<file path="src/rtl/chunked_adder_acc_if.sv">
// Operand/result bundle for chunked_adder_acc.
// The master side issues operations and the slave side is the adder.
interface chunked_adder_acc_if #(
  parameter int WIDTH = 8
);
  logic             start;
  logic [1:0]       mode;
  logic [WIDTH-1:0] a;
  logic [WIDTH-1:0] b;
  logic             busy;
  logic             done;
  logic [WIDTH-1:0] sum;
  logic             carry;
  logic             ovf;
  logic [WIDTH-1:0] acc;

  modport master (output start, mode, a, b, input busy, done, sum, carry, ovf, acc);
  modport slave  (input start, mode, a, b, output busy, done, sum, carry, ovf, acc);
endinterface

</file>
<file path="src/rtl/chunked_adder_acc.sv">
// Multi-cycle adder/subtractor with accumulator: CHUNK bits per clock,
// with the carry rippled through a register between cycles.
module chunked_adder_acc #(
  parameter int WIDTH = 8,
  parameter int CHUNK = 2
) (
  input  logic               clk,
  input  logic               rst_n,
  chunked_adder_acc_if.slave bus
);
  localparam int N     = WIDTH / CHUNK;
  localparam int CNT_W = (N > 1) ? $clog2(N) : 1;
  localparam int CW    = CHUNK + 1;
  localparam int MSB   = WIDTH - 1;
  localparam logic [CNT_W-1:0] K_LAST = CNT_W'(N - 1);

  localparam logic [1:0] M_ADD = 2'b00;
  localparam logic [1:0] M_SUB = 2'b01;
  localparam logic [1:0] M_ACC = 2'b10;
  localparam logic [1:0] M_CLR = 2'b11;

  typedef enum logic [1:0] {
    S_IDLE = 2'd0,
    S_RUN  = 2'd1,
    S_DONE = 2'd2
  } state_t;

  state_t             state_q, state_d;
  logic [WIDTH-1:0]   opa_q, opa_d;
  logic [WIDTH-1:0]   opb_q, opb_d;
  logic [WIDTH-1:0]   shadow_q, shadow_d;
  logic [WIDTH-1:0]   sum_q, sum_d;
  logic [WIDTH-1:0]   acc_q, acc_d;
  logic [CNT_W-1:0]   k_q, k_d;
  logic [1:0]         mode_q, mode_d;
  logic               cy_q, cy_d;
  logic               carry_q, carry_d;
  logic               ovf_q, ovf_d;
  logic               busy_q, busy_d;
  logic               done_q, done_d;

  logic [CW-1:0]      slice_s;
  logic [WIDTH-1:0]   res_s;

  always_comb begin
    state_d  = state_q;
    opa_d    = opa_q;
    opb_d    = opb_q;
    shadow_d = shadow_q;
    sum_d    = sum_q;
    acc_d    = acc_q;
    k_d      = k_q;
    mode_d   = mode_q;
    cy_d     = cy_q;
    carry_d  = carry_q;
    ovf_d    = ovf_q;

    // One chunk of the ripple add, merged into the partial result.
    slice_s = {1'b0, opa_q[k_q*CHUNK +: CHUNK]} + {1'b0, opb_q[k_q*CHUNK +: CHUNK]} + CW'(cy_q);
    res_s   = shadow_q;
    res_s[k_q*CHUNK +: CHUNK] = slice_s[CHUNK-1:0];

    case (state_q)
      S_IDLE: begin
        if (bus.start) begin
          mode_d = bus.mode;
          if (bus.mode == M_CLR) begin
            state_d = S_DONE;
            acc_d   = '0;
            sum_d   = '0;
            carry_d = 1'b0;
            ovf_d   = 1'b0;
          end else begin
            state_d  = S_RUN;
            opa_d    = (bus.mode == M_ACC) ? acc_q : bus.a;
            opb_d    = (bus.mode == M_SUB) ? ~bus.b : bus.b;
            cy_d     = (bus.mode == M_SUB);
            k_d      = '0;
            shadow_d = '0;
          end
        end else begin
          state_d = S_IDLE;
        end
      end
      S_RUN: begin
        shadow_d = res_s;
        cy_d     = slice_s[CHUNK];
        k_d      = k_q + CNT_W'(1);
        if (k_q == K_LAST) begin
          state_d = S_DONE;
          sum_d   = res_s;
          carry_d = slice_s[CHUNK];
          // opb_q already holds ~b for subtract, so this is the usual sign test.
          ovf_d   = (opa_q[MSB] == opb_q[MSB]) && (res_s[MSB] != opa_q[MSB]);
          if (mode_q != M_SUB) begin
            acc_d = res_s;
          end else begin
            acc_d = acc_q;
          end
        end else begin
          state_d = S_RUN;
        end
      end
      S_DONE:  state_d = S_IDLE;
      default: state_d = S_IDLE;
    endcase

    busy_d = (state_d == S_RUN);
    done_d = (state_d == S_DONE);
  end

  always_ff @(posedge clk or negedge rst_n) begin
    if (!rst_n) begin
      state_q  <= S_IDLE;
      opa_q    <= '0;
      opb_q    <= '0;
      shadow_q <= '0;
      sum_q    <= '0;
      acc_q    <= '0;
      k_q      <= '0;
      mode_q   <= M_ADD;
      cy_q     <= 1'b0;
      carry_q  <= 1'b0;
      ovf_q    <= 1'b0;
      busy_q   <= 1'b0;
      done_q   <= 1'b0;
    end else begin
      state_q  <= state_d;
      opa_q    <= opa_d;
      opb_q    <= opb_d;
      shadow_q <= shadow_d;
      sum_q    <= sum_d;
      acc_q    <= acc_d;
      k_q      <= k_d;
      mode_q   <= mode_d;
      cy_q     <= cy_d;
      carry_q  <= carry_d;
      ovf_q    <= ovf_d;
      busy_q   <= busy_d;
      done_q   <= done_d;
    end
  end

  assign bus.busy  = busy_q;
  assign bus.done  = done_q;
  assign bus.sum   = sum_q;
  assign bus.carry = carry_q;
  assign bus.ovf   = ovf_q;
  assign bus.acc   = acc_q;
endmodule

</file>
<file path="src/flat_wrapper.sv">
// flat-port wrapper written by rule: the top's interface ports become plain ports
module chunked_adder_acc_flat 
#(
  parameter int WIDTH = 8,
  parameter int CHUNK = 2
)
  (clk, rst_n, bus_start, bus_mode, bus_a, bus_b, bus_busy, bus_done, bus_sum, bus_carry, bus_ovf, bus_acc);
  chunked_adder_acc_if #(.WIDTH(WIDTH)) bus_i ();
  input  logic clk;
  input  logic rst_n;
  input wire logic [$bits(bus_i.start)-1:0] bus_start;
  input wire logic [$bits(bus_i.mode)-1:0] bus_mode;
  input wire logic [$bits(bus_i.a)-1:0] bus_a;
  input wire logic [$bits(bus_i.b)-1:0] bus_b;
  output wire logic [$bits(bus_i.busy)-1:0] bus_busy;
  output wire logic [$bits(bus_i.done)-1:0] bus_done;
  output wire logic [$bits(bus_i.sum)-1:0] bus_sum;
  output wire logic [$bits(bus_i.carry)-1:0] bus_carry;
  output wire logic [$bits(bus_i.ovf)-1:0] bus_ovf;
  output wire logic [$bits(bus_i.acc)-1:0] bus_acc;
  assign bus_i.start = bus_start;
  assign bus_i.mode = bus_mode;
  assign bus_i.a = bus_a;
  assign bus_i.b = bus_b;
  assign bus_busy = bus_i.busy;
  assign bus_done = bus_i.done;
  assign bus_sum = bus_i.sum;
  assign bus_carry = bus_i.carry;
  assign bus_ovf = bus_i.ovf;
  assign bus_acc = bus_i.acc;
  chunked_adder_acc #(.WIDTH(WIDTH), .CHUNK(CHUNK)) u_core (.clk(clk), .rst_n(rst_n), .bus(bus_i));
endmodule
</file>
<file path="config.mk">
export PLATFORM = sky130hd
export DESIGN_NAME = chunked_adder_acc_flat
export DESIGN_NICKNAME = d
export VERILOG_FILES = /design/src/rtl/chunked_adder_acc_if.sv /design/src/rtl/chunked_adder_acc.sv /design/src/flat_wrapper.sv
export SDC_FILE = /design/constraint.sdc
export NUM_CORES = 1
export LEC_CHECK = 0
export BUFFER_PORTS_ARGS = -buffer_cell sky130_fd_sc_hd__buf_2
export CORE_ASPECT_RATIO = 0.75
export CORE_MARGIN = 2
export CORE_UTILIZATION = 50
export DETAILED_ROUTE_END_ITERATION = 7
export MAX_ROUTING_LAYER = met4
export PLACE_DENSITY = 0.75
export SYNTH_ARGS = -nofsm -noshare
export SYNTH_HDL_FRONTEND = slang
export SYNTH_SLANG_ARGS = --single-unit
</file>
<file path="constraint.sdc">
create_clock -name clk -period 2.7 [get_ports clk]
set_input_delay 0.135 -clock clk [delete_from_list [all_inputs] [get_ports clk]]
set_output_delay 0.135 -clock clk [all_outputs]
set_load 0.01 [all_outputs]
</file>
==> results by group <==
Power and ir drop
  – Clock power frac: 16.8%
  – Int Power: 2000 uW
  – P per Cell Area: 1170 nW/um^2
  – VDD IR max: 0.000658 V
  – Post-layout total power: approximately 3300 uW
  – Switch share: 39.5%
  – Reg power frac: 39.8%
  – Leak: 0.00135 uW
  – Comb power frac: a little over two fifths
  – Switching power: 1300 uW

Drt
  – Pre-antenna DRT Iters: 5
  – Vias per cell: about 5.5
  – Antenna viol nets, final: 0
  – Residual DRC: 0
  – First DRT Iteration DRCs: 109
  – Vias post-DR: 1781
  – Total Wirelength: a little over 5 mm
  – Wire per inst: around 16 um

Synthesis
  – Synth Instances: 227
  – Register bit total from synthesis: 51
  – Unique masters post-synth: 38
  – Synth area leader: dfrtp_1
  – Share of flip-flops with an asynchronous set or reset: 100%
  – Synth warnings: 0
  – Sequential-to-total area share from yosys stat: 52.3%
  – Number of synthesized flops with an enable pin: 0
  – Area contributors post-synth: dfrtp_1, o21ai_0, nand2_1
  – Syn Area/Cell: 10.8 sq um
  – Yosys top cell area share: 52.3%
  – Synth Cell Area: between 2000 and 2500 sq um
  – Synth Flop Type: dfrtp_1
  – Post-Synthesis Net Count: 256

Timing
  – Fmax: 0.379 GHz
  – RSZ-0062 raised after global routing: yes
  – Final WS setup: 0.0648 ns
  – Fin crit period: 2.64 ns
  – Setup violators final: 0
  – Final period utilization: 97.6%
  – Max-slew headroom: 25.3%
  – Fin. max-slew vios: 0
  – Slew @ Worst Pin: 1.12 ns
  – Final setup TNS: 0 ns
  – Clock Skews: 0.00253 ns
  – Hold Violations, Final: 0

Setup path
  – CP startpoint kind: flip-flop
  – Max incr delay on CP: 0.54 ns
  – Worst-path fanout max: 3
  – R2R cell count: 8
  – Worst Setup Path Type: flip-flop to flip-flop
  – CP cell instances: mux4_2 > fa_2 > inv_2 > fa_1 > nor2_2 > a31oi_2 > or4_1 > nand3_1
  – Slowest cell on crit path: mux4_2
  – R2R Path Start: u_core.k_q[0]
  – Worst reg2reg endpoint: u_core.bus.ovf
  – Top Family by Delay on Critical Path: adder cells
  – R2R setup slack: 0.06 ns
  – WP buf/inv: 1
  – CP required: 2.95 ns
  – CP arrival: about 2.9 ns
  – Setup crit end kind: flip-flop

Cells and area
  – Fin util: 61.6%
  – Most common cell after layout, fill and taps aside: dfrtp_1
  – Post-route design area: 2820 sq um
  – ANT cells: 0
  – Most frequent cells in the layout: dfrtp_1, buf_2, o21ai_0
  – P&R area growth vs syn: 15.3%
  – Share of layout cells above drive strength 1: roughly 25%
  – Net count, final: 296
  – Fill cell count: 396

Hold path
  – Hold crit path type: primary input to asynchronous set/reset pin

Place
  – Placement Cell Area: approximately 2700 sq um
  – DPL Wire Length: around 3.8 mm
  – Port Buf Inserts: 40
  – Pre-CTS setup slack: 0.0538 ns
  – Routability cong.: 0.846

GRT
  – Largest net degree at the start of global routing: 52
  – Grt ovf: 0
  – Vias in the first global route: 1744
  – Initial antenna violation count: 0
  – Tot GR Track Use: between 20% and 30%
  – Global-route wire length before repair: 8.75 mm

Clock network
  – H-tree lvl count: 2
  – TritonCTS buffer count: 5
  – Clock-pin slew on the worst setup and hold paths: 0.09 ns
  – CTS Hold Buffers Added: 0
  – Clk Latency, worst-skew pair: 0.31 ns
  – Clk root buf: clkbuf_8
  – CTS tree: built
  – # Post-CTS Setup Buffers: 0
  – CTS Sinks: 51
  – Clock Path Buffers: 2

Job
  – Max-cap violation count: 0

Floorplanning
  – Chip Height: 64.5 um
  – Top Ports: 41
  – Row Count: 21
  – Core area: 4570 sq um
  – Die area: 5470 sq um
  – Initial Util: between 50% and 60%
  – Die W: 84.7 um

Status
  – Status: complete, no violations
[worst register-to-register path: cells and delay by family (launching register included)]
kind / cells / cell delay, ns
adder cells (fa/ha/maj): 2 / 0.81
AO/OA/AOI/OAI: 1 / 0.10
multiplexers: 1 / 0.54
flip-flops: 1 / 0.42
AND/OR/NAND/NOR: 3 / 0.65
buffers and inverters: 1 / 0.06
[layer usage]
| layer | vias to the layer above | routed length, um | GRT usage (%) |
|---|---|---|---|
| met3 | 8 | 280 | 4.46 |
| met2 | 47 | 2150 | 29.9 |
| met1 | 858 | 2700 | 32.0 |
| met4 | 0 | 69 | 7.14 |
| met5 | - | 0 | - |
| li1 | 868 | - | - |
[stage by stage]
step | cells | hold slack, ns
final | 325 | 0.0332
after global routing | 325 | 0.116
after CTS | 325 | 0.0785
after detailed placement | 317 | 0.416
after global placement | 317 | 0.405
after floorplan | 227 | -0.161
[layout make-up]
| class | count | area (sq um) | area share, % |
|---|---|---|---|
| flip-flops and latches | 51 | 1280 | 45.3 |
| clock buffers | 6 | 82.6 | 2.93 |
| well taps | 57 | 71.3 | 2.53 |
| clock inverters | 2 | 35.0 | 1.24 |
| repair buffers | 44 | 230 | 8.17 |
| multi-input cells | 156 | 1090 | 38.6 |
| inverters | 9 | 33.8 | 1.20 |
[registers in the layout, indices dropped and copies added, names as in the netlist]
register	cells
u_core.bus.sum	8
u_core.bus.busy	1
u_core.bus.done	1
u_core.mode_q	2
u_core.cy_q	1
u_core.k_q	2
u_core.bus.ovf	1
u_core.bus.carry	1
u_core.opb_q	8
u_core.state_q	2
u_core.bus.acc	8
u_core.opa_q	8
u_core.shadow_q	8
[worst max-delay path by stage]
stage                             start             end  depth (start not counted)
final                     u_core.k_q[0]  u_core.bus.ovf                          8
after global routing      u_core.k_q[0]  u_core.bus.ovf                          8
after CTS                 u_core.k_q[0]  u_core.bus.ovf                          8
after detailed placement  u_core.k_q[0]  u_core.bus.ovf                          8
after global placement    u_core.k_q[0]  u_core.bus.ovf                          8
after floorplan           u_core.k_q[0]  u_core.bus.ovf                          9
[synth_stat cells, types with 2 or more instances]
cell and count:
a31oi_1 2, mux2_2 2, a21oi_1 2, nor2_1 5
a22o_1 4, clkbuf_1 6, dfrtp_1 51, nor2b_1 11
nand2b_1 3, inv_1 9, o2bb2ai_1 7, o21ai_0 37
nand2_1 35, xnor2_1 8, ha_1 6, mux2i_1 8
nand4_1 2, fa_1 2, a41oi_1 3, buf_2 3
mux4_2 4
[cells by family after synthesis]
| kind of cell | after synthesis | synth area share, % |
|---|---|---|
| flops | 51 | 52.3 |
| simple gates | 66 | 13.3 |
| fa+ha+maj | 8 | 4.71 |
| compound gates | 60 | 15.3 |
| xor+xnor | 8 | 2.87 |
| mux | 14 | 7.89 |
| buf+inv | 20 | 3.69 |
[power groups by stage]
stage               clock network [uW]  logic (uW)  registers, uW
detailed placement                   0        1420           1330
global placement                     0        1380           1310
global route                       592        1600           1350
finish                             555        1430           1310
CTS                                561        1420           1310
floorplan                            0         946           1320
[repair_timing]
action	CTS	global route
endpoints found under the hold margin	0	0
setup endpoints to repair	0	1
resized for setup	0	2
Power figures use the tool's default switching activity.
